$ cat config.mk
export PLATFORM = sky130hd
export DESIGN_NAME = axil_xvc_led_split
export DESIGN_NICKNAME = d
export VERILOG_FILES = /design/src/rtl/axil_xvc_led_split.sv
export SDC_FILE = /design/constraint.sdc
export NUM_CORES = 1
export LEC_CHECK = 0
export ABC_AREA = 1
export CORE_ASPECT_RATIO = 1.1
export CORE_UTILIZATION = 45
export DETAILED_ROUTE_END_ITERATION = 7
export PLACE_DENSITY = 0.8
export SLEW_MARGIN = 20
export SYNTH_ARGS = -nofsm -noshare
export SYNTH_HDL_FRONTEND = slang
export SYNTH_SLANG_ARGS = --single-unit
export TNS_END_PERCENT = 1
$ cat constraint.sdc
create_clock -name axi_aclk -period 3 [get_ports axi_aclk]
set_clock_uncertainty 0.2 [all_clocks]
set_input_delay 0.45 -clock axi_aclk [delete_from_list [all_inputs] [get_ports axi_aclk]]
set_output_delay 0.45 -clock axi_aclk [all_outputs]
set_load 0.03 [all_outputs]
$ cat src/rtl/axil_xvc_led_split.sv
// AXI4-Lite 1-to-2 router: forwards the XVC window to the debug bridge, serves a
// small local LED/scratch/counter/ID bank, and answers everything else with DECERR.
module axil_xvc_led_split #(
    parameter int                    DATA_WIDTH = 32,
    parameter int                    ADDR_WIDTH = 16,
    parameter int                    STRB_WIDTH = DATA_WIDTH/8,
    parameter logic [ADDR_WIDTH-1:0] XVC_BASE   = 16'h0000,
    parameter int                    XVC_AW     = 5,
    parameter logic [ADDR_WIDTH-1:0] LOC_BASE   = 16'h0100,
    parameter logic [7:0]            LED_RST    = 8'h00
) (
    input  logic                  axi_aclk,
    input  logic                  axi_aresetn,
    input  logic [ADDR_WIDTH-1:0] s_axil_awaddr,
    input  logic [2:0]            s_axil_awprot,
    input  logic                  s_axil_awvalid,
    output logic                  s_axil_awready,
    input  logic [DATA_WIDTH-1:0] s_axil_wdata,
    input  logic [STRB_WIDTH-1:0] s_axil_wstrb,
    input  logic                  s_axil_wvalid,
    output logic                  s_axil_wready,
    output logic [1:0]            s_axil_bresp,
    output logic                  s_axil_bvalid,
    input  logic                  s_axil_bready,
    input  logic [ADDR_WIDTH-1:0] s_axil_araddr,
    input  logic [2:0]            s_axil_arprot,
    input  logic                  s_axil_arvalid,
    output logic                  s_axil_arready,
    output logic [DATA_WIDTH-1:0] s_axil_rdata,
    output logic [1:0]            s_axil_rresp,
    output logic                  s_axil_rvalid,
    input  logic                  s_axil_rready,
    output logic [XVC_AW-1:0]     m_axil_awaddr,
    output logic [2:0]            m_axil_awprot,
    output logic                  m_axil_awvalid,
    input  logic                  m_axil_awready,
    output logic [DATA_WIDTH-1:0] m_axil_wdata,
    output logic [STRB_WIDTH-1:0] m_axil_wstrb,
    output logic                  m_axil_wvalid,
    input  logic                  m_axil_wready,
    input  logic [1:0]            m_axil_bresp,
    input  logic                  m_axil_bvalid,
    output logic                  m_axil_bready,
    output logic [XVC_AW-1:0]     m_axil_araddr,
    output logic [2:0]            m_axil_arprot,
    output logic                  m_axil_arvalid,
    input  logic                  m_axil_arready,
    input  logic [DATA_WIDTH-1:0] m_axil_rdata,
    input  logic [1:0]            m_axil_rresp,
    input  logic                  m_axil_rvalid,
    output logic                  m_axil_rready,
    output logic [7:0]            LED
);
    localparam logic [1:0]            RESP_OKAY   = 2'b00;
    localparam logic [1:0]            RESP_DECERR = 2'b11;
    localparam logic [DATA_WIDTH-1:0] ID_VAL      = 32'h5856_4331;

    typedef enum logic [1:0] {WIDLE, WFWD, WBWAIT, WRSP} wstate_t;
    typedef enum logic [1:0] {RIDLE, RFWD, RWAIT, RRSP} rstate_t;

    wstate_t r_wstate, w_wstate_nxt;
    rstate_t r_rstate, w_rstate_nxt;

    logic [7:0]            r_led;
    logic [DATA_WIDTH-1:0] r_scratch;
    logic [DATA_WIDTH-1:0] r_free_cnt;
    logic [1:0]            r_bresp;
    logic [DATA_WIDTH-1:0] r_rdata;
    logic [1:0]            r_rresp;
    logic                  r_m_awvalid;
    logic                  r_m_wvalid;
    logic [XVC_AW-1:0]     r_m_awaddr;
    logic [2:0]            r_m_awprot;
    logic [DATA_WIDTH-1:0] r_m_wdata;
    logic [STRB_WIDTH-1:0] r_m_wstrb;
    logic [XVC_AW-1:0]     r_m_araddr;
    logic [2:0]            r_m_arprot;

    logic                  w_aw_hs, w_aw_fwd, w_aw_loc, w_loc_wr;
    logic                  w_ar_hs, w_ar_fwd, w_ar_loc;
    logic                  w_m_aw_done, w_m_w_done;
    logic [DATA_WIDTH-1:0] w_loc_rdata;

    // AW and W are accepted only together so a write is always a single event.
    assign w_aw_hs  = (r_wstate == WIDLE) & s_axil_awvalid & s_axil_wvalid;
    assign w_aw_fwd = s_axil_awaddr[ADDR_WIDTH-1:XVC_AW] == XVC_BASE[ADDR_WIDTH-1:XVC_AW];
    assign w_aw_loc = s_axil_awaddr[ADDR_WIDTH-1:4] == LOC_BASE[ADDR_WIDTH-1:4];
    assign w_loc_wr = w_aw_hs & ~w_aw_fwd & w_aw_loc;
    assign w_ar_hs  = (r_rstate == RIDLE) & s_axil_arvalid;
    assign w_ar_fwd = s_axil_araddr[ADDR_WIDTH-1:XVC_AW] == XVC_BASE[ADDR_WIDTH-1:XVC_AW];
    assign w_ar_loc = s_axil_araddr[ADDR_WIDTH-1:4] == LOC_BASE[ADDR_WIDTH-1:4];

    assign w_m_aw_done = ~r_m_awvalid | m_axil_awready;
    assign w_m_w_done  = ~r_m_wvalid | m_axil_wready;

    always_ff @(posedge axi_aclk or negedge axi_aresetn) begin
        if (!axi_aresetn) begin
            r_wstate <= WIDLE;
            r_rstate <= RIDLE;
        end else begin
            r_wstate <= w_wstate_nxt;
            r_rstate <= w_rstate_nxt;
        end
    end

    always_comb begin
        w_wstate_nxt = r_wstate;
        case (r_wstate)
            WIDLE:   if (w_aw_hs) w_wstate_nxt = w_aw_fwd ? WFWD : WRSP;
            WFWD:    if (w_m_aw_done && w_m_w_done) w_wstate_nxt = WBWAIT;
            WBWAIT:  if (m_axil_bvalid) w_wstate_nxt = WRSP;
            WRSP:    if (s_axil_bready) w_wstate_nxt = WIDLE;
            default: w_wstate_nxt = WIDLE;
        endcase
    end

    always_comb begin
        w_rstate_nxt = r_rstate;
        case (r_rstate)
            RIDLE:   if (w_ar_hs) w_rstate_nxt = w_ar_fwd ? RFWD : RRSP;
            RFWD:    if (m_axil_arready) w_rstate_nxt = RWAIT;
            RWAIT:   if (m_axil_rvalid) w_rstate_nxt = RRSP;
            RRSP:    if (s_axil_rready) w_rstate_nxt = RIDLE;
            default: w_rstate_nxt = RIDLE;
        endcase
    end

    always_comb begin
        s_axil_awready = w_aw_hs;
        s_axil_wready  = w_aw_hs;
        s_axil_bvalid  = (r_wstate == WRSP);
        s_axil_bresp   = r_bresp;
        m_axil_awvalid = r_m_awvalid;
        m_axil_wvalid  = r_m_wvalid;
        m_axil_bready  = (r_wstate == WBWAIT);
        m_axil_awaddr  = r_m_awaddr;
        m_axil_awprot  = r_m_awprot;
        m_axil_wdata   = r_m_wdata;
        m_axil_wstrb   = r_m_wstrb;
        s_axil_arready = w_ar_hs;
        s_axil_rvalid  = (r_rstate == RRSP);
        s_axil_rdata   = r_rdata;
        s_axil_rresp   = r_rresp;
        m_axil_arvalid = (r_rstate == RFWD);
        m_axil_rready  = (r_rstate == RWAIT);
        m_axil_araddr  = r_m_araddr;
        m_axil_arprot  = r_m_arprot;
        LED            = r_led;
    end

    // Forwarded AW and W are raised together but each drops on its own ready.
    always_ff @(posedge axi_aclk or negedge axi_aresetn) begin
        if (!axi_aresetn) begin
            r_m_awvalid <= 1'b0;
            r_m_wvalid  <= 1'b0;
            r_m_awaddr  <= '0;
            r_m_awprot  <= '0;
            r_m_wdata   <= '0;
            r_m_wstrb   <= '0;
            r_bresp     <= RESP_OKAY;
        end else begin
            if (w_aw_hs && w_aw_fwd) begin
                r_m_awvalid <= 1'b1;
                r_m_wvalid  <= 1'b1;
                r_m_awaddr  <= s_axil_awaddr[XVC_AW-1:0];
                r_m_awprot  <= s_axil_awprot;
                r_m_wdata   <= s_axil_wdata;
                r_m_wstrb   <= s_axil_wstrb;
            end else begin
                if (m_axil_awready) r_m_awvalid <= 1'b0;
                if (m_axil_wready)  r_m_wvalid  <= 1'b0;
            end
            if (w_aw_hs)
                r_bresp <= w_aw_loc ? RESP_OKAY : RESP_DECERR;
            else if (r_wstate == WBWAIT && m_axil_bvalid)
                r_bresp <= m_axil_bresp;
        end
    end

    always_ff @(posedge axi_aclk or negedge axi_aresetn) begin
        if (!axi_aresetn) begin
            r_led     <= LED_RST;
            r_scratch <= '0;
        end else if (w_loc_wr) begin
            case (s_axil_awaddr[3:2])
                2'd0: if (s_axil_wstrb[0]) r_led <= s_axil_wdata[7:0];
                2'd1: for (int i = 0; i < STRB_WIDTH; i++)
                          if (s_axil_wstrb[i]) r_scratch[i*8 +: 8] <= s_axil_wdata[i*8 +: 8];
                default: ;
            endcase
        end
    end

    always_ff @(posedge axi_aclk or negedge axi_aresetn) begin
        if (!axi_aresetn) r_free_cnt <= '0;
        else              r_free_cnt <= r_free_cnt + 32'd1;
    end

    // Reads sample the registers in the handshake cycle, so a same-cycle write is not yet visible.
    always_comb begin
        w_loc_rdata = '0;
        case (s_axil_araddr[3:2])
            2'd0: w_loc_rdata[7:0] = r_led;
            2'd1: w_loc_rdata      = r_scratch;
            2'd2: w_loc_rdata      = r_free_cnt;
            2'd3: w_loc_rdata      = ID_VAL;
            default: w_loc_rdata   = '0;
        endcase
    end

    always_ff @(posedge axi_aclk or negedge axi_aresetn) begin
        if (!axi_aresetn) begin
            r_rdata    <= '0;
            r_rresp    <= RESP_OKAY;
            r_m_araddr <= '0;
            r_m_arprot <= '0;
        end else begin
            if (w_ar_hs && w_ar_fwd) begin
                r_m_araddr <= s_axil_araddr[XVC_AW-1:0];
                r_m_arprot <= s_axil_arprot;
            end
            if (w_ar_hs && !w_ar_fwd) begin
                r_rdata <= w_ar_loc ? w_loc_rdata : '0;
                r_rresp <= w_ar_loc ? RESP_OKAY : RESP_DECERR;
            end else if (r_rstate == RWAIT && m_axil_rvalid) begin
                r_rdata <= m_axil_rdata;
                r_rresp <= m_axil_rresp;
            end
        end
    end
endmodule
Word level (Yosys, flattened, before mapping)
Cells that the tools add are included.

Add/sub/neg operators: 1. Equal/unequal tests: 20. Multiplexer cells: 27. Bitwise operators: 10. Reductions and logical operators: 24.

Operators with widths (number): $mux W32 (3); $pmux W24 S3 (1); $add A32 B1 Y32 const B (1); $mux W2 (16); $pmux W8 S4 (1); $eq A12 B5 Y1 const B (2); $logic_not A11 Y1 (2); $pmux W2 S4 (2); $reduce_and A3 Y1 (5); $eq A2 B2 Y1 const B (6); $ne A2 B2 Y1 const B (5); $eq A2 B1 Y1 const B (4); $logic_not A2 Y1 (4); $reduce_and A4 Y1 (2); $reduce_bool A2 Y1 (4); $logic_and A1 B1 Y1 (6); $ne A2 B1 Y1 const B (3); $and A1 B1 Y1 (5); $mux W1 (4); $not A1 Y1 (3); $or A1 B1 Y1 (2); $logic_not A1 Y1 (1).

Register bits after elaboration: 166. Input port bits: 122.

Depth between registers and ports, before layout
Gate-level depths: netlist of the first run.

Depth in word-level cells: 6. Gate-level depth with buffers: 11.

Worst setup path after synthesis of the first run
OpenSTA, ideal clock, no wires.

Path kind: reg2reg. Start: reg r_rstate[0]. End: reg r_rdata[10] (netlist: s_axil_rdata[10]). Arrival time: 1699 ps. Required time: 2735 ps. Setup slack: 1036 ps. Stages on the path, launching flop included: 10. Period minus slack after synthesis: 1964 ps. Cell sequence: dfrtp_1 -> inv_1 -> ha_1 -> nand2_1 -> inv_1 -> nand2_2 -> nand2_2 -> clkbuf_1 -> nand3_1 -> nand2_1.

Cells in the longest elaborated chain, start to end: 4. Elaborated cells between the ends (all ways): 7. Classes of those cells: eq/ne (1); mux (1); bitwise (1); reduce/logical (4).

RTL lines: from (decl) (RTL line 62) `rstate_t r_rstate, w_rstate_nxt;`; from (signal assigned) (RTL line 102) `r_rstate <= w_rstate_nxt;`; $logic_not A2 Y1 (*) (RTL line 89) `assign w_ar_hs = (r_rstate == RIDLE) & s_axil_arvalid;`; $and A1 B1 Y1 (*) (RTL line 89); named net s_axil_arready (RTL line 28) `output logic s_axil_arready,`; $logic_and A1 B1 Y1 (*) (RTL line 222) `if (w_ar_hs && !w_ar_fwd) begin`; $mux W32 or $reduce_bool A2 Y1 (tied branches); to (signal assigned) (RTL line 223) `r_rdata <= w_ar_loc ? w_loc_rdata : '0;`; to (signal assigned) (RTL line 226) `r_rdata <= m_axil_rdata;`; to (decl) (RTL line 68) `logic [DATA_WIDTH-1:0] r_rdata;`.

Mark *: on every way through the listed nets, which the timed path passes. The rest lies on a longest branch. A chain may end at the register's enable or synchronous reset.

Worst setup path in the final report of the first run
Start: reg r_rstate[0]. End: out s_axil_arready.

Cells in the longest elaborated chain, start to end: 2.

RTL lines (RTL line): $logic_not A2 Y1 (89); $and A1 B1 Y1 (89); to (decl) (28).

No other way between the ends.

==> results of run 1 <==
==> synth_stat cells <==
master    instances
o211ai_1          1
o21ai_0          42
nand3_2           2
buf_4             2
nand3_1          94
nand2_1         460
buf_6             1
inv_1           103
nor2_2            9
o21ai_1          60
nand4_4           3
nand4_1           8
nor3_1            9
inv_2             6
a21oi_1           1
ha_1             10
inv_4             1
xor2_1            9
dfrtp_1         166
a21boi_0          1
o21a_1            3
nand3b_1          7
nor2_4            3
clkbuf_1         12
nor2_1           56
nor2_8            2
xnor2_1           4
o22ai_1           2
nand2_4           1
buf_2            24
nand2_2           3
==> worst reg2reg max path: cells and delay by family (launching register included) <==
| family | cells | cell delay (ns) |
|---|---|---|
| flip-flops | 1 | 0.41 |
| buffers and inverters | 3 | 0.88 |
| adder cells (fa/ha/maj) | 1 | 0.23 |
| AO/OA/AOI/OAI | 1 | 0.10 |
| AND/OR/NAND/NOR | 4 | 0.68 |
==> registers in the layout, indices dropped and copies added, names as in the netlist, 3 cells and up <==
name / cells
m_axil_arprot: 3
r_scratch: 32
m_axil_awprot: 3
LED: 8
s_axil_rdata: 32
m_axil_araddr: 5
m_axil_wstrb: 4
m_axil_wdata: 32
r_free_cnt: 32
m_axil_awaddr: 5
==> power groups by stage <==
| stage | clock, mW | combinational, mW | sequential [mW] |
|---|---|---|---|
| global route | 2.42 | 2.71 | 2.72 |
| global placement | 0 | 2.43 | 2.71 |
| detailed placement | 0 | 2.47 | 2.72 |
| finish | 2.29 | 2.48 | 2.69 |
| CTS | 2.33 | 2.49 | 2.69 |
| floorplan | 0 | 0.978 | 3.17 |
==> stage by stage <==
| stage | setup slack, ns | total power [mW] | hold WS [ns] | instance area, sq um | instances |
|---|---|---|---|---|---|
| CTS | 0.182 | 7.52 | 0.273 | 11500 | 1577 |
| finish | 0.198 | 7.46 | 0.271 | 11500 | 1577 |
| detailed placement | 0.313 | 5.20 | 0.258 | 10900 | 1545 |
| global route | 0.0706 | 7.85 | 0.292 | 11500 | 1577 |
| global placement | 0.267 | 5.14 | 0.254 | 10900 | 1545 |
| floorplan | 1.04 | 4.15 | -0.0456 | 8360 | 1105 |
==> final cells by class <==
| class | instances | area (sq um) |
|---|---|---|
| Clock buffer | 22 | 464 |
| Clock inverter | 9 | 150 |
| Fill cell | 1517 | 6420 |
| Inverter | 110 | 417 |
| Multi-Input combinational cell | 790 | 3610 |
| Sequential cell | 166 | 4150 |
| Tap cell | 238 | 298 |
| Timing Repair Buffer | 242 | 2410 |
==> worst max-delay path by stage <==
stage / from / to / slack [ns] / cells after the start
2_1_floorplan: r_rstate[0] / s_axil_rdata[10] / 1.04 / 9
3_3_place_gp: s_axil_arvalid / s_axil_rdata[8] / 0.27 / 6
4_1_cts: r_rstate[0] / s_axil_arready / 0.18 / 5
6_report: r_rstate[0] / s_axil_arready / 0.20 / 5
5_1_grt: r_rstate[0] / s_axil_arready / 0.07 / 5
3_5_place_dp: s_axil_awaddr[6] / m_axil_wdata[22] / 0.31 / 9
==> per-layer routing <==
| metal | vias to the layer above | wire, um |
|---|---|---|
| met5 | - | 0 |
| met4 | 0 | 432 |
| met3 | 33 | 1340 |
| met2 | 294 | 11000 |
| met1 | 3692 | 10500 |
| li1 | 3906 | - |
==> logic make-up after synthesis <==
kind of cell,after synthesis
AND/OR/NAND/NOR,657
flip-flops,166
buffers and inverters,149
AO/OA/AOI/OAI,110
XOR/XNOR,13
adder cells (fa/ha/maj),10
==> run metrics, run 1 <==
Yosys top cell area share=0.497; CP Cell Sequence=inv_1, ha_1, nand2_1, inv_1, clkdlybuf4s50_1; post-CTS setup buffers=0; flop2flop setup slack=0.35 ns; internal power component=4.92 mW; Tcrit/Tclk final=0.934; starting density of the core=0.466; initial antenna violation count=0; hold depth=2; Hold Path End=m_axil_awaddr[4]; Synth Cell Area=0.00836 sq mm; hold crit path type=reg -> reg; clk sinks=166; Cells after Synth=1105; Seq/Total Area, Yosys=0.497; met3 global-route usage=0.0482; compound-gate portion of the synthesized area=0.0676; post-synthesis mux area share=0; fraction of layout cells with a size suffix above 1=0.0553; gr usage total=0.256; count of unique library cells instantiated by Yosys=31; Clock Power Share=0.307; H-tree Lvls=4; Largest delay share family, worst path=buffers and inverters; Fin. Hold Viols=0; RSZ-0062 raised after global routing=false; CP Capture Type=output pin; setup_tns=0 ns; Std-Cell Rows=51; antenna violation net count after detailed routing=0; GRT met1 Usage=0.346; Avg Inst Size Synth=7.57 sq um; largest cells by area after synthesis=dfrtp_1 50%, nand2_1 21%, nand3_1 5.6%, inv_1 4.6%, o21ai_1 3.6%; share of power burned in registers=0.360; most frequent cells in the layout=460 x nand2_1, 226 x clkdlybuf4s50_1, 166 x dfrtp_1; Clock Path Buffers=2; Worst Tran Pin Value=0.906 ns; Yosys warning count=0; maxcap violations=0; Syn Nets=1237; Final #Nets=1459; Clock Latency Late Sink=0.43 ns; leak pwr=5.66 nW; Ports=228; RR Startpoint=r_wstate[0]; drt wl/cell=14.8 um; cts repair resizes=0; Synth Register Bits=166; Synth Area in XOR/XNOR=0.0136; R2R depth=9; Vias/cell=5.03; commonest non-fill, non-tap cell in the layout=nand2_1; worst-path fanout max=8; worst r2r dst=m_axil_wdata[22]; Inserted Clock Buffers=17; GRT Max-Usage Layer=met2; sum of buffers and inverters on the critical path=3; post-synthesis adder-cell area fraction=0.0150; CP arrival=2.15 ns; dpl hpwl=17400 um; Comb pwr share=0.332; CTS clock-pin slew for the worst setup and hold paths=0.06 ns; relative slew slack=0.395; GP Congestion=0.902; Hold Crit Start=m_axil_awaddr[4]; CP startpoint kind=flip-flop; CP most frequent cell=inv_1; type of the worst setup path=reg -> out; Core Region=0.0179 sq mm; Sw Share=0.340; DRT iter0 DRCs=587; largest net degree at the start of global routing=73; Root Buffer=clkbuf_16; minimum clock period=2.80 ns; Slew Limit Fails=0; post-synthesis simple-gate area fraction=0.335; M2 GR Usage=0.412; port bufs=227; Max Fclk=357 MHz; drt drc=0; die height=145 um; Remaining Overflow, GRT=0; P_sw=2.54 mW; CP max stage delay=0.69 ns; die area=0.0191 sq mm; Worst path slowest cell=clkdlybuf4s50_1; # hold bufs at CTS=1; Antenna Cells=0; peak supply drop=468 uV; CP required=2.35 ns; largest family of logic cells by synthesized area=simple AND/OR/NAND/NOR gates; Die X=132 um; CTS tree=built; final core occ=0.642; Area Overhead vs Synth=37.6%; pwr dens=648 mW/mm^2; TritonRoute pass-1 iters=5; Post-Route WL=23300 um; global-route wire length before repair=39200 um; cell taking the most area after synthesis=dfrtp_1; final setup fails=0; vias in the first global route=7764; status=complete, no violations; via count=7925
Power figures use the tool's default switching activity.
==> run 2, diff against run 1 <==
Settings changed: PLACE_DENSITY 0.8 to 0.73.
==> run 2 against run 1 <==
Sequential power about the same. Fmax down 0.56%. Count of clock-buffer cells in the layout fell by 2. Clock power increased by 2%. Cell area up 0.34%. Die area did not move. Core utilization increased by 0.22 points. Non-clock buffer count is 2 higher. Global-route usage down 0.40 points. Critical path type unchanged. Highest routed layer unchanged.
==> run metrics, run 2 (same netlist as run 1, synthesis figures left out) <==
drt wl/cell=14.7 um (-0.73%); Post-Route WL=23200 um (-0.54%); initial antenna violation count=0 (unchanged); antenna violation net count after detailed routing=0 (unchanged); type of the worst setup path=reg -> out; Sw Share=0.341 (about the same); fraction of layout cells with a size suffix above 1=0.0589 (+0.00360); TritonRoute pass-1 iters=5 (unchanged); minimum clock period=2.82 ns (+0.0159 ns); setup_tns=0 ns (unchanged); Root Buffer=clkbuf_16; relative slew slack=0.412 (+0.0167); Max Fclk=355 MHz (-0.56%); status=complete, no violations; commonest non-fill, non-tap cell in the layout=nand2_1; post-CTS setup buffers=0 (unchanged); P_sw=2.56 mW (+0.78%); vias in the first global route=7651 (-1.5%); cts repair resizes=0 (unchanged); final setup fails=0 (unchanged); H-tree Lvls=4 (unchanged); # hold bufs at CTS=1 (unchanged); hold depth=1 (-1); Final #Nets=1461 (+0.14%); peak supply drop=513 uV (+9.6%); via count=7775 (-1.9%); pwr dens=651 mW/mm^2 (+0.38%); hold crit path type=reg -> reg; Inst Count DP=1547 (+0.13%); RSZ-0062 raised after global routing=false; Area Overhead vs Synth=38.0%; maxcap violations=0 (unchanged); gr usage total=0.252 (-0.00397); most frequent cells in the layout=460 x nand2_1, 226 x clkdlybuf4s50_1, 166 x dfrtp_1; Ports=228 (unchanged); starting density of the core=0.466 (unchanged); internal power component=4.95 mW (+0.69%); final std cells w/o fill=1580 (+0.19%); RR Startpoint=r_wstate[0]; share of power burned in registers=0.356 (-0.004); flop2flop setup slack=0.40 ns (+0.05 ns); drt drc=0 (unchanged); CTS tree=built; DRT iter0 DRCs=493 (-16%); die height=145 um (unchanged); dpl hpwl=17300 um (-0.53%); Core Region=0.0179 sq mm (unchanged); leak pwr=5.69 nW (+0.51%); critical path startpoint=r_rstate[0]; CTS clock-pin slew for the worst setup and hold paths=0.06 ns (about the same); R2R depth=9 (unchanged); CP arrival=2.17 ns (+0.02 ns); Inserted Clock Buffers=17 (unchanged); worst r2r dst=m_axil_wstrb[0]; Tcrit/Tclk final=0.939 (+0.00529); worst-path fanout max=8 (unchanged); Slew Limit Fails=0 (unchanged); Vias/cell=4.92 (-2.1%); CP required=2.35 ns (about the same); Comb pwr share=0.333 (about the same); Die X=132 um (unchanged); Antenna Cells=0 (unchanged); CP endpoint=s_axil_arready; die area=0.0191 sq mm (unchanged); Remaining Overflow, GRT=0 (unchanged); Clock Power Share=0.311 (+0.004); clk sinks=166 (unchanged); Clock Latency Late Sink=0.43 ns (about the same); global-route wire length before repair=38600 um (-1.4%); Fin. Hold Viols=0 (unchanged); Std-Cell Rows=51 (unchanged); Worst Tran Pin Value=0.882 ns (-0.0240 ns); Clock Path Buffers=2 (unchanged); port bufs=227 (unchanged); CP startpoint kind=flip-flop; GP Congestion=0.929 (+3.0%); largest net degree at the start of global routing=73 (unchanged); CP Capture Type=output pin
## run 2: worst max-delay path, stage by stage, from the launching register on
cell             delay, ns
dfrtp_1               0.40
inv_1                 0.13
ha_1                  0.18
nand2_1               0.18
inv_1                 0.16
clkdlybuf4s50_1       0.68
## run 2: worst min path at each step
stage / slack [ns] / from / end
after floorplan: -0.05 / axi_aresetn / LED[0]
after detailed placement: 0.26 / m_axil_awaddr[3] / m_axil_awaddr[3]
after global routing: 0.30 / r_free_cnt[0] / r_free_cnt[0]
after global placement: 0.26 / m_axil_wstrb[2] / m_axil_wstrb[2]
final: 0.27 / r_free_cnt[0] / r_free_cnt[0]
after CTS: 0.28 / r_free_cnt[0] / r_free_cnt[0]
## run 2: metal layers
layer | part of all wire | track usage | wire length (um) | vias to the layer above
met4 | 0.0087 | 0.0576 | 202 | 0
li1 | - | - | - | 3914
met1 | 0.46 | 0.346 | 10700 | 3583
met3 | 0.069 | 0.0580 | 1590 | 17
met2 | 0.46 | 0.404 | 10700 | 261
met5 | 0 | 0 | 0 | -
## run 2: stage by stage
stage / setup WS [ns] / total power [mW] / instance area [sq um] / utilization / hold slack, ns
6_report: 0.182 / 7.51 / 11500 / 0.644 / 0.274
5_1_grt: 0.0593 / 7.91 / 11500 / 0.644 / 0.299
4_1_cts: 0.172 / 7.58 / 11500 / 0.644 / 0.279
3_5_place_dp: 0.389 / 5.23 / 10900 / 0.608 / 0.262
3_3_place_gp: 0.417 / 5.18 / 10900 / 0.608 / 0.255
2_1_floorplan: 1.04 / 4.15 / 8360 / - / -0.0456
## run 2: final cells by class
| cell class | instances | area, sq um |
|---|---|---|
| sequential | 166 | 4150 |
| timing repair buffer | 244 | 2440 |
| clock buffer | 20 | 457 |
| multi-input combinational | 790 | 3610 |
| tap | 238 | 298 |
| inverter | 110 | 417 |
| fill | 1574 | 6380 |
| clock inverter | 12 | 174 |
## run 2: power groups by stage
stage	sequential (mW)	clock, mW	combinational (mW)
detailed placement	2.71	0	2.52
finish	2.67	2.33	2.50
CTS	2.67	2.38	2.53
global placement	2.71	0	2.48
global route	2.70	2.47	2.74
floorplan	3.17	0	0.978
==> run 3, diff against run 2 <==
Settings changed: RECOVER_POWER from default to 50, SKIP_CTS_REPAIR_TIMING from default to 1.
==> run 3 against run 2 <==
The run now ends with capacitance limit, slew limit left. Die area did not move. Register-to-register slack got worse by 0.03 ns. Critical path depth unchanged. Worst setup slack better by 0.0023 ns. Non-clock buffer count unchanged. Core utilization shrank 0.14 points. Largest power group unchanged.
==> run metrics, run 3 (same netlist as run 1, synthesis figures left out) <==
drt wl/cell=14.7 um (about the same); Clock Path Buffers=2 (unchanged); H-tree Lvls=4 (unchanged); Final #Nets=1461 (unchanged); GRT met1 Usage=0.346 (unchanged); Core Region=0.0179 sq mm (unchanged); footprint of the multi-input gates=0.00359 sq mm (-0.42%); largest net degree at the start of global routing=73 (unchanged); GP Congestion=0.929 (unchanged); clk sinks=166 (unchanged); leak pwr=5.70 nW (+0.19%); Vias/cell=4.93 (+0.17%); Fin. Hold Viols=0 (unchanged); post-layout instance area=0.0115 sq mm (-0.22%); Ports=228 (unchanged); TritonRoute pass-1 iters=5 (unchanged); die height=145 um (unchanged); commonest non-fill, non-tap cell in the layout=nand2_1; fraction of layout cells with a size suffix above 1=0.0537 (-0.00522); vias in the first global route=7651 (unchanged); setup_tns=0 ns (unchanged); DP Worst Slack=0.389 ns (unchanged); relative slew slack=-0.111 (-0.523); dpl hpwl=17300 um (unchanged); Area Overhead vs Synth=37.7%; CP Capture Type=output pin; die area=0.0191 sq mm (unchanged); worst r2r dst=m_axil_wdata[16]; RSZ-0062 raised after global routing=false; drt drc=0 (unchanged); Root Buffer=clkbuf_16; Antenna Cells=0 (unchanged); CTS clock-pin slew for the worst setup and hold paths=0.06 ns (about the same); initial antenna violation count=0 (unchanged); worst-path fanout max=8 (unchanged); Die X=132 um (unchanged); CP startpoint kind=flip-flop; DRT iter0 DRCs=480 (-2.6%); Tcrit/Tclk final=0.938 (about the same); DP Area=0.0109 sq mm (unchanged); via count=7788 (+0.17%); GRT Max-Usage Layer=met2; Layout fillers=1582 (+0.51%); CP endpoint=s_axil_arready; maxcap violations=1 (+1); Remaining Overflow, GRT=0 (unchanged); met3 global-route usage=0.0580 (unchanged); Final Worst Setup Slack=0.185 ns (+0.00228 ns); hold crit path type=reg -> reg; status=complete, but fails checks; minimum clock period=2.82 ns (-0.00228 ns); pwr dens=651 mW/mm^2 (about the same); final setup fails=0 (unchanged); flop2flop setup slack=0.37 ns (-0.03 ns); CP required=2.35 ns (about the same); RR Startpoint=r_wstate[0]; critical path startpoint=r_rstate[0]; type of the worst setup path=reg -> out; M2 GR Usage=0.404 (unchanged); Worst Tran Pin Value=1.67 ns (+0.784 ns); Post-Route WL=23200 um (about the same); Slew Limit Fails=62 (+62); CP arrival=2.17 ns (about the same); Std-Cell Rows=51 (unchanged); antenna violation net count after detailed routing=0 (unchanged); peak supply drop=511 uV (-0.36%); starting density of the core=0.466 (unchanged); gr usage total=0.252 (unchanged); R2R depth=8 (-1); CTS tree=built; global-route wire length before repair=38600 um (unchanged); most frequent cells in the layout=461 x nand2_1, 217 x clkdlybuf4s50_1, 166 x dfrtp_1; Clock Latency Late Sink=0.43 ns (about the same); failing checks=capacitance limit, slew limit; Sequential Area=0.00415 sq mm (unchanged); Max Fclk=355 MHz (about the same); port bufs=227 (unchanged); Inserted Clock Buffers=17 (unchanged)
[run 3: report_power, final]
part           switching [mW]  internal [mW]  total, mW  leakage (nW)
sequential              0.153           2.52       2.67          2.24
clock                   0.899           1.44       2.34         0.310
combinational            1.51          0.984       2.49          3.16
total                    2.56           4.94       7.50          5.70
[run 3: worst min-delay path by stage]
stage                          start                to  slack [ns]  cells after the start
floorplan                axi_aresetn            LED[0]       -0.05                      0
global placement     m_axil_wstrb[2]   m_axil_wstrb[2]        0.26                      2
detailed placement  m_axil_awaddr[3]  m_axil_awaddr[3]        0.26                      2
CTS                      axi_aresetn  s_axil_rdata[12]       -0.18                      1
global route        s_axil_rdata[31]  s_axil_rdata[31]        0.30                      2
finish              s_axil_rdata[23]  s_axil_rdata[23]        0.27                      2
[run 3: area by class of cell]
type / count / share of cell area
sequential: 166 / 0.361
multi-input combinational: 790 / 0.312
timing repair buffer: 244 / 0.211
clock buffer: 20 / 0.0396
inverter: 110 / 0.0362
tap: 238 / 0.0258
clock inverter: 12 / 0.0151
[run 3: critical path, cell delays in order (launching register included)]
cell	delay [ns]
dfrtp_1	0.40
inv_1	0.13
ha_1	0.18
nand2_1	0.18
inv_1	0.16
clkdlybuf4s50_1	0.68
[run 3: layer usage]
metal | wire length [um] | part of all wire | vias up
met5 | 0 | 0 | -
met4 | 205 | 0.0089 | 0
met3 | 1540 | 0.067 | 19
met2 | 10700 | 0.46 | 262
met1 | 10700 | 0.46 | 3595
li1 | - | - | 3912
[run 3: stage by stage]
step | util | hold WS [ns] | power, mW | std cells
6_report | 0.643 | 0.274 | 7.50 | 1580
5_1_grt | 0.643 | 0.297 | 7.89 | 1580
4_1_cts | 0.643 | -0.176 | 7.58 | 1579
3_5_place_dp | 0.608 | 0.262 | 5.23 | 1547
3_3_place_gp | 0.608 | 0.255 | 5.18 | 1547
2_1_floorplan | - | -0.0456 | 4.15 | 1105
